--- config.mk ---
export PLATFORM = sky130hd
export DESIGN_NAME = jstk_spi_master
export DESIGN_NICKNAME = d
export VERILOG_FILES = /design/src/rtl/jstk_spi_master.sv
export SDC_FILE = /design/constraint.sdc
export NUM_CORES = 1
export LEC_CHECK = 0
export CAP_MARGIN = 25
export CORE_MARGIN = 3
export CORE_UTILIZATION = 45
export DETAILED_ROUTE_END_ITERATION = 12
export MAX_ROUTING_LAYER = met4
export PLACE_DENSITY = 0.71
export SYNTH_ARGS = -nofsm -noshare
export SYNTH_HDL_FRONTEND = slang
export SYNTH_SLANG_ARGS = --single-unit
export TNS_END_PERCENT = 10
--- constraint.sdc ---
create_clock -name CLK -period 2.3 [get_ports CLK]
set_input_delay 0.46 -clock CLK [delete_from_list [all_inputs] [get_ports CLK]]
set_output_delay 0.46 -clock CLK [all_outputs]
set_load 0.02 [all_outputs]
--- src/rtl/jstk_spi_master.sv ---
// rtl/jstk_spi_master.sv - PmodJSTK SPI master (mode 0) clocked from a divided SCLK_SRC level
// Exchanges an NBYTES frame per START and publishes it atomically on DOUT.
module jstk_spi_master #(
  parameter int NBYTES    = 5,
  parameter int GAP_TICKS = 2
) (
  input  logic                  CLK,
  input  logic                  RST_N,
  input  logic                  SCLK_SRC,
  input  logic                  START,
  input  logic [7:0]            DIN,
  input  logic                  MISO,
  output logic                  SS,
  output logic                  SCLK,
  output logic                  MOSI,
  output logic                  BUSY,
  output logic                  DONE,
  output logic [8*NBYTES-1:0]   DOUT
);

  localparam int FW = 8 * NBYTES;
  localparam int BW = (NBYTES > 1) ? $clog2(NBYTES) : 1;
  localparam int GW = (GAP_TICKS > 1) ? $clog2(GAP_TICKS) : 1;

  typedef enum logic [2:0] {
    S_IDLE,
    S_SETUP,
    S_XFER,
    S_GAP,
    S_FINISH
  } state_t;

  state_t          state_q, state_d;
  logic            src_q;
  logic            rise, fall;
  logic [7:0]      tx_q, tx_d;
  logic [7:0]      rx_q, rx_d;
  logic [FW-1:0]   acc_q, acc_d;
  logic [FW-1:0]   dout_q, dout_d;
  logic [2:0]      bit_cnt_q, bit_cnt_d;
  logic [BW-1:0]   byte_cnt_q, byte_cnt_d;
  logic [GW-1:0]   gap_cnt_q, gap_cnt_d;
  logic            ss_q, ss_d;
  logic            sclk_q, sclk_d;
  logic            busy_q, busy_d;
  logic            done_q, done_d;

  assign rise = SCLK_SRC & ~src_q;
  assign fall = ~SCLK_SRC & src_q;

  always_comb begin
    state_d    = state_q;
    tx_d       = tx_q;
    rx_d       = rx_q;
    acc_d      = acc_q;
    dout_d     = dout_q;
    bit_cnt_d  = bit_cnt_q;
    byte_cnt_d = byte_cnt_q;
    gap_cnt_d  = gap_cnt_q;
    ss_d       = ss_q;
    sclk_d     = sclk_q;
    busy_d     = busy_q;
    done_d     = 1'b0;

    case (state_q)
      S_IDLE: begin
        if (START) begin
          tx_d       = DIN;
          ss_d       = 1'b0;
          busy_d     = 1'b1;
          bit_cnt_d  = 3'd0;
          byte_cnt_d = '0;
          gap_cnt_d  = '0;
          state_d    = S_SETUP;
        end
      end

      S_SETUP: begin
        if (fall) state_d = S_XFER;
      end

      S_XFER: begin
        if (rise) begin
          sclk_d = 1'b1;
          rx_d   = {rx_q[6:0], MISO};
        end else if (fall) begin
          sclk_d = 1'b0;
          if (bit_cnt_q != 3'd7) begin
            bit_cnt_d = bit_cnt_q + 3'd1;
            tx_d      = {tx_q[6:0], 1'b0};
          end else begin
            // MOSI is tx_q[7], so clearing tx parks the line low between bytes
            acc_d       = acc_q << 8;
            acc_d[7:0]  = rx_q;
            bit_cnt_d   = 3'd0;
            tx_d        = 8'h00;
            if (byte_cnt_q == BW'(NBYTES - 1)) begin
              state_d = S_FINISH;
            end else begin
              byte_cnt_d = byte_cnt_q + BW'(1);
              gap_cnt_d  = '0;
              state_d    = S_GAP;
            end
          end
        end
      end

      S_GAP: begin
        tx_d = 8'h00;
        if (fall) begin
          if (gap_cnt_q == GW'(GAP_TICKS - 1)) begin
            gap_cnt_d = '0;
            state_d   = S_XFER;
          end else begin
            gap_cnt_d = gap_cnt_q + GW'(1);
          end
        end
      end

      S_FINISH: begin
        if (fall) begin
          ss_d    = 1'b1;
          dout_d  = acc_q;
          done_d  = 1'b1;
          busy_d  = 1'b0;
          state_d = S_IDLE;
        end
      end

      default: state_d = S_IDLE;
    endcase
  end

  always_ff @(posedge CLK) begin
    if (!RST_N) begin
      state_q    <= S_IDLE;
      src_q      <= 1'b0;
      tx_q       <= 8'h00;
      rx_q       <= 8'h00;
      acc_q      <= '0;
      dout_q     <= '0;
      bit_cnt_q  <= 3'd0;
      byte_cnt_q <= '0;
      gap_cnt_q  <= '0;
      ss_q       <= 1'b1;
      sclk_q     <= 1'b0;
      busy_q     <= 1'b0;
      done_q     <= 1'b0;
    end else begin
      state_q    <= state_d;
      src_q      <= SCLK_SRC;
      tx_q       <= tx_d;
      rx_q       <= rx_d;
      acc_q      <= acc_d;
      dout_q     <= dout_d;
      bit_cnt_q  <= bit_cnt_d;
      byte_cnt_q <= byte_cnt_d;
      gap_cnt_q  <= gap_cnt_d;
      ss_q       <= ss_d;
      sclk_q     <= sclk_d;
      busy_q     <= busy_d;
      done_q     <= done_d;
    end
  end

  assign SS   = ss_q;
  assign SCLK = sclk_q;
  assign MOSI = tx_q[7];
  assign BUSY = busy_q;
  assign DONE = done_q;
  assign DOUT = dout_q;

endmodule

[Word-level counts from Yosys, hierarchy flattened]
Cells that the tools add are included.
Word-level totals
  logic and storage cells: 93
  output and inout port bits: 45
  bits of input ports: 13
  register bits after elaboration: 111
Cells by class
  reduce and logical (&&, ||, !) cells: 16
  mux-type cells: 40
  eq/ne operators: 15
  add/sub/neg operators: 3
  bitwise gates (word level): 6
Operators by type and width (count)
  $mux 3: 17
  $mux 8: 4
  $pmux 8 s3: 1
  $ne 2x2->1 const B: 9
  $pmux 3 s5: 1
  $mux 1: 12
  $pmux 3 s2: 2
  $reduce_and 4->1: 3
  $reduce_and 2->1: 4
  $reduce_and 8->1: 1
  $reduce_and 7->1: 1
  $add 3x1->3 const B: 2
  $eq 3x2->1 const B: 2
  $eq 3x3->1 const B: 2
  $reduce_and 6->1: 1
  $reduce_bool 2->1: 3
  $not 1->1: 4
  $pmux 1 s2: 2
  $eq 3x1->1 const B: 1
  $logic_not 3->1: 1
  $ne 3x3->1 const B: 1
  $pmux 1 s3: 1
  $reduce_and 3->1: 1
  $reduce_bool 3->1: 1
  other kinds (2): 3

[Longest topological paths before layout]
Gate-level depths: netlist of the first run.
  depth in word-level cells: 6
  mapped depth: 8
  depth with buffers taken out: 6

[Worst setup path after synthesis of the first run]
OpenSTA, ideal clock, no wires.
  path kind: input to register
  start: input SCLK_SRC
  end: register byte_cnt_q[0]
  library setup time: 70 ps
  path slack: 619 ps
  cell stages on the path: 7
  path buffers: 1
  data arrival time: 1611 ps
  data required time: 2230 ps
  cell sequence: inv_1 ha_1 and4b_1 buf_2 and3_1 a211o_1 a21boi_1
Between the ends
  word-level cells in the longest chain between the ends: 4
  elaborated cells between the ends (all ways): 6
  classes of those cells: 2 x eq/ne; 3 x bitwise; 1 x reduce/logical
RTL lines
  from (decl): line 9  | input logic SCLK_SRC,
  $not 1->1: line 49  | assign fall = ~SCLK_SRC & src_q;
  $and 1x1->1: line 49
  named net fall: line 35  | logic rise, fall;
  $ne 2x2->1 (no source line)
  $reduce_and 6->1 (no source line)
  to (signal assigned): line 157  | byte_cnt_q <= byte_cnt_d;
  to (decl): line 41  | logic [BW-1:0] byte_cnt_q, byte_cnt_d;
The timed path passes the listed nets, and every way through them passes these cells.
A chain may end at the register's enable or synchronous reset.

[Worst setup path in the final report of the first run]
Ends and elaborated chain as after synthesis.

==> results.yml, run 1 <==
synth:
  syn_area_um2: 4467
  synth_top_area_frac: 0.4975
  ys_types: 44
  seq_area_frac_synth: 0.4975
  synth.avg_cell_area_um2: 8.590
  synth_top_flop_cell: "dfxtp_1"
  synth.largest_area_cell: "dfxtp_1"
  yosys-top-cells-area: "dfxtp_1 50%, nand2_1 15%, a21boi_1 15%"
  ys_ff_latch: 111
  synth_edf_count: 0
  synth_cells: 520
  syn_nets: 540
  async_reset_ff_frac: 0
  yosys_warnings: 0
worst_setup_path:
  crit_slowest_cell: "clkdlybuf4s50_1"
  cp_max_fo: 6
  endpoint_kind: "register"
  crit_required_ns: 2.60
  path_delay_family: "buffers and inverters"
  max_stage_delay_ns: 0.51
  path_buf_inv: 2
  crit_path_cell_trace: "clkdlybuf4s50_1, inv_1, ha_1, and4b_1, and3_1, a211o_1, a21boi_1"
  cp_data_arrival_time_ns: 2.22
  start_kind: "primary input"
  critPathKind: "primary input to register"
drt:
  route.vias.total: 3641
  drc: 0
  drt_iter0_markers: 145
  antenna_left: 0
  wire_per_inst_um: 13.59
  dr.pass1.iters: 5
  via_per_inst: 5.231
  finalWirelength_mm: 9.461
placement:
  gp_congestion: 0.7669
  io_buffers: 57
  place_ws_ns: -0.006471
  hpwlAfterDp_mm: 6.474
timing:
  final.setup_skew_ns: 0.01017
  rsz0062_at_grt: "no"
  max_freq_ghz: 0.5198
  setup_viol_count_final: 0
  relSlewSlack: 0.5799
  finalWorstSetupSlack_ns: 0.3760
  worst_slew_pin_slew_ns: 0.6293
  fin_crit_sh: 0.8365
  layout_min_cycle_time_ns: 1.924
  holdWs_ns: 0.4565
  maxSlewViolCount: 0
  hold_viol_final: 0
clocking:
  h-tree-depth: 3
  cts_setup_buffers: 0
  holdBufCountCts: 0
  clockBufferDepth: 2
  root_buffer: "clkbuf_8"
  cts_made_buffers: 9
  clk_latency_ns: 0.37
  cts_resized: 0
  cts_tree: "done"
  cts.reportedPaths.clkPinSlew_ns: 0.10
  cts_sinks: 111
pwr:
  vdd_drop_max_uv: 391.6
  p_leak_nw: 1.854
  powerDensity_nw_per_um2: 622.5
global_routing:
  grt_first_pass_wirelength_mm: 16.10
  overflow: 0
  grt_max_degree: 45
  track_usage: 0.1787
  grt_pass1_vias: 3430
  antenna_found_initial: 0
floorplan:
  coreArea_um2: 9459
  die_x_um: 105.6
  boundaryPins: 58
  rows: 35
  die_area_um2: 11160
  chipHeight_um: 105.6
  initial_core_util: 0.4722
layout:
  antenna_cells: 0
  fillers: 890
  syn_to_final_growth_pct: 20.17
  layout-drive-gt1-share: 0.06173
  regArea_um2: 2222
  fin_nets: 582
  multi_input_area_um2: 2049
hold_path:
  min_path_type: "register to register"
status:
  outcome: "finished, final reports clean"
flow_run:
  maxCapViolations: 0
==> cells by family after synthesis <==
| group | Yosys count | share of synthesized area |
|---|---|---|
| AND/OR/NAND/NOR | 224 | 0.2162 |
| AO/OA/AOI/OAI | 132 | 0.2185 |
| adder cells (fa/ha/maj) | 7 | 0.01961 |
| multiplexers | 2 | 0.004482 |
| flip-flops | 111 | 0.4975 |
| buffers and inverters | 44 | 0.04370 |
==> worst paths after layout <==
kind / startpoint / to / slack (ns) / cells past startpoint
setup / recovery: SCLK_SRC / byte_cnt_q[0] / 0.38 / 7
hold / removal: DOUT[17] / DOUT[17] / 0.46 / 2
setup reg to reg: bit_cnt_q[0] / gap_cnt_q / 0.44 / 6
hold reg to reg: DOUT[17] / DOUT[17] / 0.46 / 2
==> sequential cells by signal, summed over array words and instances, names as in the netlist <==
signal / flops
DOUT: 40
acc_q: 40
rx_q: 8
tx_q: 8
bit_cnt_q: 3
byte_cnt_q: 3
state_q: 3
BUSY: 1
DONE: 1
SCLK: 1
SS: 1
gap_cnt_q: 1
src_q: 1
==> routing by layer <==
layer	wire length [um]	global-route usage
met3	327	0.02939
met5	0	-
met2	4275	0.2700
met4	167	0.06290
met1	4689	0.2435
==> cell type report <==
class	count	area share
sequential	111	0.4140
tap	129	0.03007
inverter	6	0.004196
timing repair buffer	69	0.1315
clock buffer	11	0.02634
clock inverter	5	0.01212
multi-input combinational	365	0.3818
==> per-stage QoR <==
step	power (mW)	instance area [um2]	setup TNS, ns	util	cells
final	3.342	5368	0	0.5675	696
after global routing	3.463	5368	0	0.5675	696
after global placement	2.182	5161	0	0.5456	680
after floorplan	2.124	4467	0	-	520
after CTS	3.372	5368	0	0.5675	696
after detailed placement	2.186	5161	-0.006471	0.5456	680
==> power by group <==
part	internal [mW]	leakage [nW]	switching [mW]	total [mW]
combinational	0.0912	0.853	0.0896	0.181
clock	0.545	0.104	0.654	1.20
sequential	1.94	0.897	0.0206	1.96
total	2.58	1.85	0.764	3.34
==> cells in the final DEF (no fill, tap or decap), types with 2 or more instances in the layout <==
master and n:
o31ai_1 7, nor2_4 2, a21oi_1 11, a21boi_1 88, buf_12 4, clkinv_4 3, nand2_1 184, and2_1 3
o21a_1 2, nor2b_1 3, and3_1 6, ha_1 7, dfxtp_1 111, o21ai_0 4, nand3_1 7, inv_1 6
mux2i_1 2, buf_4 8, o21ai_1 2, nand2b_1 4, nor2_1 2, clkdlybuf4s50_1 56, clkbuf_8 10, a22oi_1 7
nand4_1 4
==> cell usage after synthesis (2+ instances only) <==
cell type	number
inv_1	6
nand4_1	4
and3_1	6
mux2i_1	2
nand3_1	7
nand2_1	184
clkbuf_1	23
o21a_1	2
nand2b_1	4
o21ai_1	2
a21boi_1	88
ha_1	7
nor2_1	2
buf_4	2
nor2_4	2
nor2b_1	3
o21ai_0	4
a21oi_1	11
a22oi_1	7
dfxtp_1	111
buf_2	12
and2_1	3
o31ai_1	7
==> worst register-to-register path, stage by stage, from the launching register on <==
cell,delay (ns)
dfxtp_1,0.37
ha_1,0.17
ha_1,0.32
and4b_1,0.40
a31oi_4,0.14
and3_1,0.19
o21a_1,0.18
Note: power is estimated with default switching activity, not from simulation.
==> run 2: changes to the inputs <==
Settings changed: PLACE_DENSITY 0.71 to 0.74.
Clock period 2.3 ns to 1.58 ns, I/O delays scaled along.
==> run 2 against run 1 <==
- the flow now finishes with violations (setup timing)
- first-iteration DRC count increased by 46%
- critical path depth is 1 higher
- critical endpoint is now acc_q[26]
- largest cell class unchanged
- routed wire length is 10% higher
- non-clock buffer count rose by 31
- cell area is 9.8% higher
- cell count rose by 4.5%
==> results.yml, run 2 (synthesized netlist as in run 1, its figures left out) <==
status:
  outcome: "finished, violations left"
  violations: "setup timing"
timing:
  maxSlewViolCount: 0
  layout_min_cycle_time_ns: 1.619
  relSlewSlack: 0.7244
  rsz0062_at_grt: "yes"
  fin_crit_sh: 1.025
  worst_slew_pin_slew_ns: 0.4116
  hold_viol_final: 0
  max_freq_ghz: 0.6178
  finalWorstSetupSlack_ns: -0.03871
  final.setup_skew_ns: 0.01211
  setup_viol_count_final: 15
global_routing:
  grt_first_pass_wirelength_mm: 16.22
  antenna_found_initial: 0
  grt_max_degree: 60
  track_usage: 0.1812
  overflow: 0
  grt_pass1_vias: 3529
floorplan:
  die_x_um: 105.6
  initial_core_util: 0.4722
  coreArea_um2: 9459
  rows: 35
  boundaryPins: 58
  chipHeight_um: 105.6
  die_area_um2: 11160
layout:
  mostFrequentLayoutCells: "170 x nand2_1, 108 x dfxtp_1, 79 x a21boi_1"
  regArea_um2: 2226
  antenna_cells: 0
  fillers: 854
  multi_input_area_um2: 2212
  final_common_cell: "nand2_1"
  fin_area_um2: 5892
  fin_nets: 613
  fin_util: 0.6229
  layout-drive-gt1-share: 0.1806
  syn_to_final_growth_pct: 31.90
clocking:
  cts_made_buffers: 9
  cts_tree: "done"
  root_buffer: "clkbuf_8"
  cts_sinks: 111
  clockBufferDepth: 2
  h-tree-depth: 3
  holdBufCountCts: 0
  clk_latency_ns: 0.38
  cts.reportedPaths.clkPinSlew_ns: 0.11
worst_setup_path:
  start_kind: "register"
  cp_data_arrival_time_ns: 1.92
  cpMostUsedCell: "buf_6"
  crit_slowest_cell: "dfxtp_2"
  crit_path_cell_trace: "buf_6, ha_4, and3b_2, buf_6, nand3_4, buf_12, nand2_1, a21boi_1"
  ff2ff_setup_slack_ns: -0.04
  crit_required_ns: 1.88
  critPathKind: "register to register"
  endpoint_kind: "register"
  reg2regPathDepth: 8
  r2r_end: "acc_q[26]"
  cp_max_fo: 7
  max_stage_delay_ns: 0.34
  timing.rr.start: "src_q"
drt:
  dr.pass1.iters: 4
  drt_iter0_markers: 211
  finalWirelength_mm: 10.44
  route.vias.total: 3810
  drc: 0
  antenna_left: 0
  wire_per_inst_um: 14.36
  via_per_inst: 5.241
placement:
  io_buffers: 57
  placed_area_um2: 5384
  hpwlAfterDp_mm: 6.721
  gp_congestion: 0.7861
hold_path:
  min_path_type: "primary input to register"
  min_from: "SCLK_SRC"
  min_to: "src_q"
  min_path_cells: 2
pwr:
  p_leak_nw: 2.288
  vdd_drop_max_uv: 560.5
  powerDensity_nw_per_um2: 840.6
flow_run:
  maxCapViolations: 0
-- run 2: layout make-up --
class | instances | area share
multi-input cells | 365 | 0.3755
clock buffers | 9 | 0.02102
inverters | 6 | 0.003822
well taps | 129 | 0.02739
flip-flops and latches | 111 | 0.3778
repair buffers | 100 | 0.1790
clock inverters | 7 | 0.01550
-- run 2: worst max-delay path: cells and delay by family, from the launching register on --
family	cells	cell delay, ns
simple gates	3	0.47
fa+ha+maj	1	0.14
buf+inv	3	0.39
compound gates	1	0.18
flops	1	0.34
-- run 2: worst max path at each step --
stage                     depth (start not counted)            end  slack (ns)    startpoint
after floorplan                                   7  byte_cnt_q[0]       0.004  bit_cnt_q[0]
after global placement                            7  byte_cnt_q[0]       -0.44      SCLK_SRC
after detailed placement                          7  byte_cnt_q[0]       -0.52      SCLK_SRC
after CTS                                         7  byte_cnt_q[2]       0.005  bit_cnt_q[1]
after global routing                              8      acc_q[26]       -0.13         src_q
final                                             8      acc_q[26]       -0.04         src_q
-- run 2: metal layers --
metal	track usage	share of wire
met5	-	0
met1	0.2328	0.46
met2	0.2860	0.48
met4	0.06105	0.018
met3	0.03797	0.042
-- run 2: where the power goes --
part	total, mW	leakage (nW)	internal [mW]	switching, mW
clock	1.78	0.105	0.768	1.01
sequential	2.85	0.898	2.83	0.0224
combinational	0.322	1.29	0.169	0.153
total	4.95	2.29	3.76	1.19
-- run 2: through the flow --
stage / hold slack [ns] / TNS (ns) / total power, mW / cells / setup WS (ns)
after floorplan: 0.4281 / 0 / 3.092 / 520 / 0.003548
after global placement: 0.4365 / -36.13 / 3.211 / 701 / -0.4360
after detailed placement: 0.4455 / -40.36 / 3.221 / 701 / -0.5163
after CTS: 0.3281 / 0 / 4.971 / 717 / 0.005210
after global routing: 0.3952 / -2.016 / 5.141 / 727 / -0.1256
final: 0.3856 / -0.1679 / 4.952 / 727 / -0.03871
-- run 2: repair_timing --
| item | CTS | global route |
|---|---|---|
| endpoints found under the setup margin | 94 | 69 |
| pin swaps | 5 | 36 |
| setup buffers | 0 | 3 |
| gates cloned | 0 | 7 |
| resized for setup | 54 | 40 |
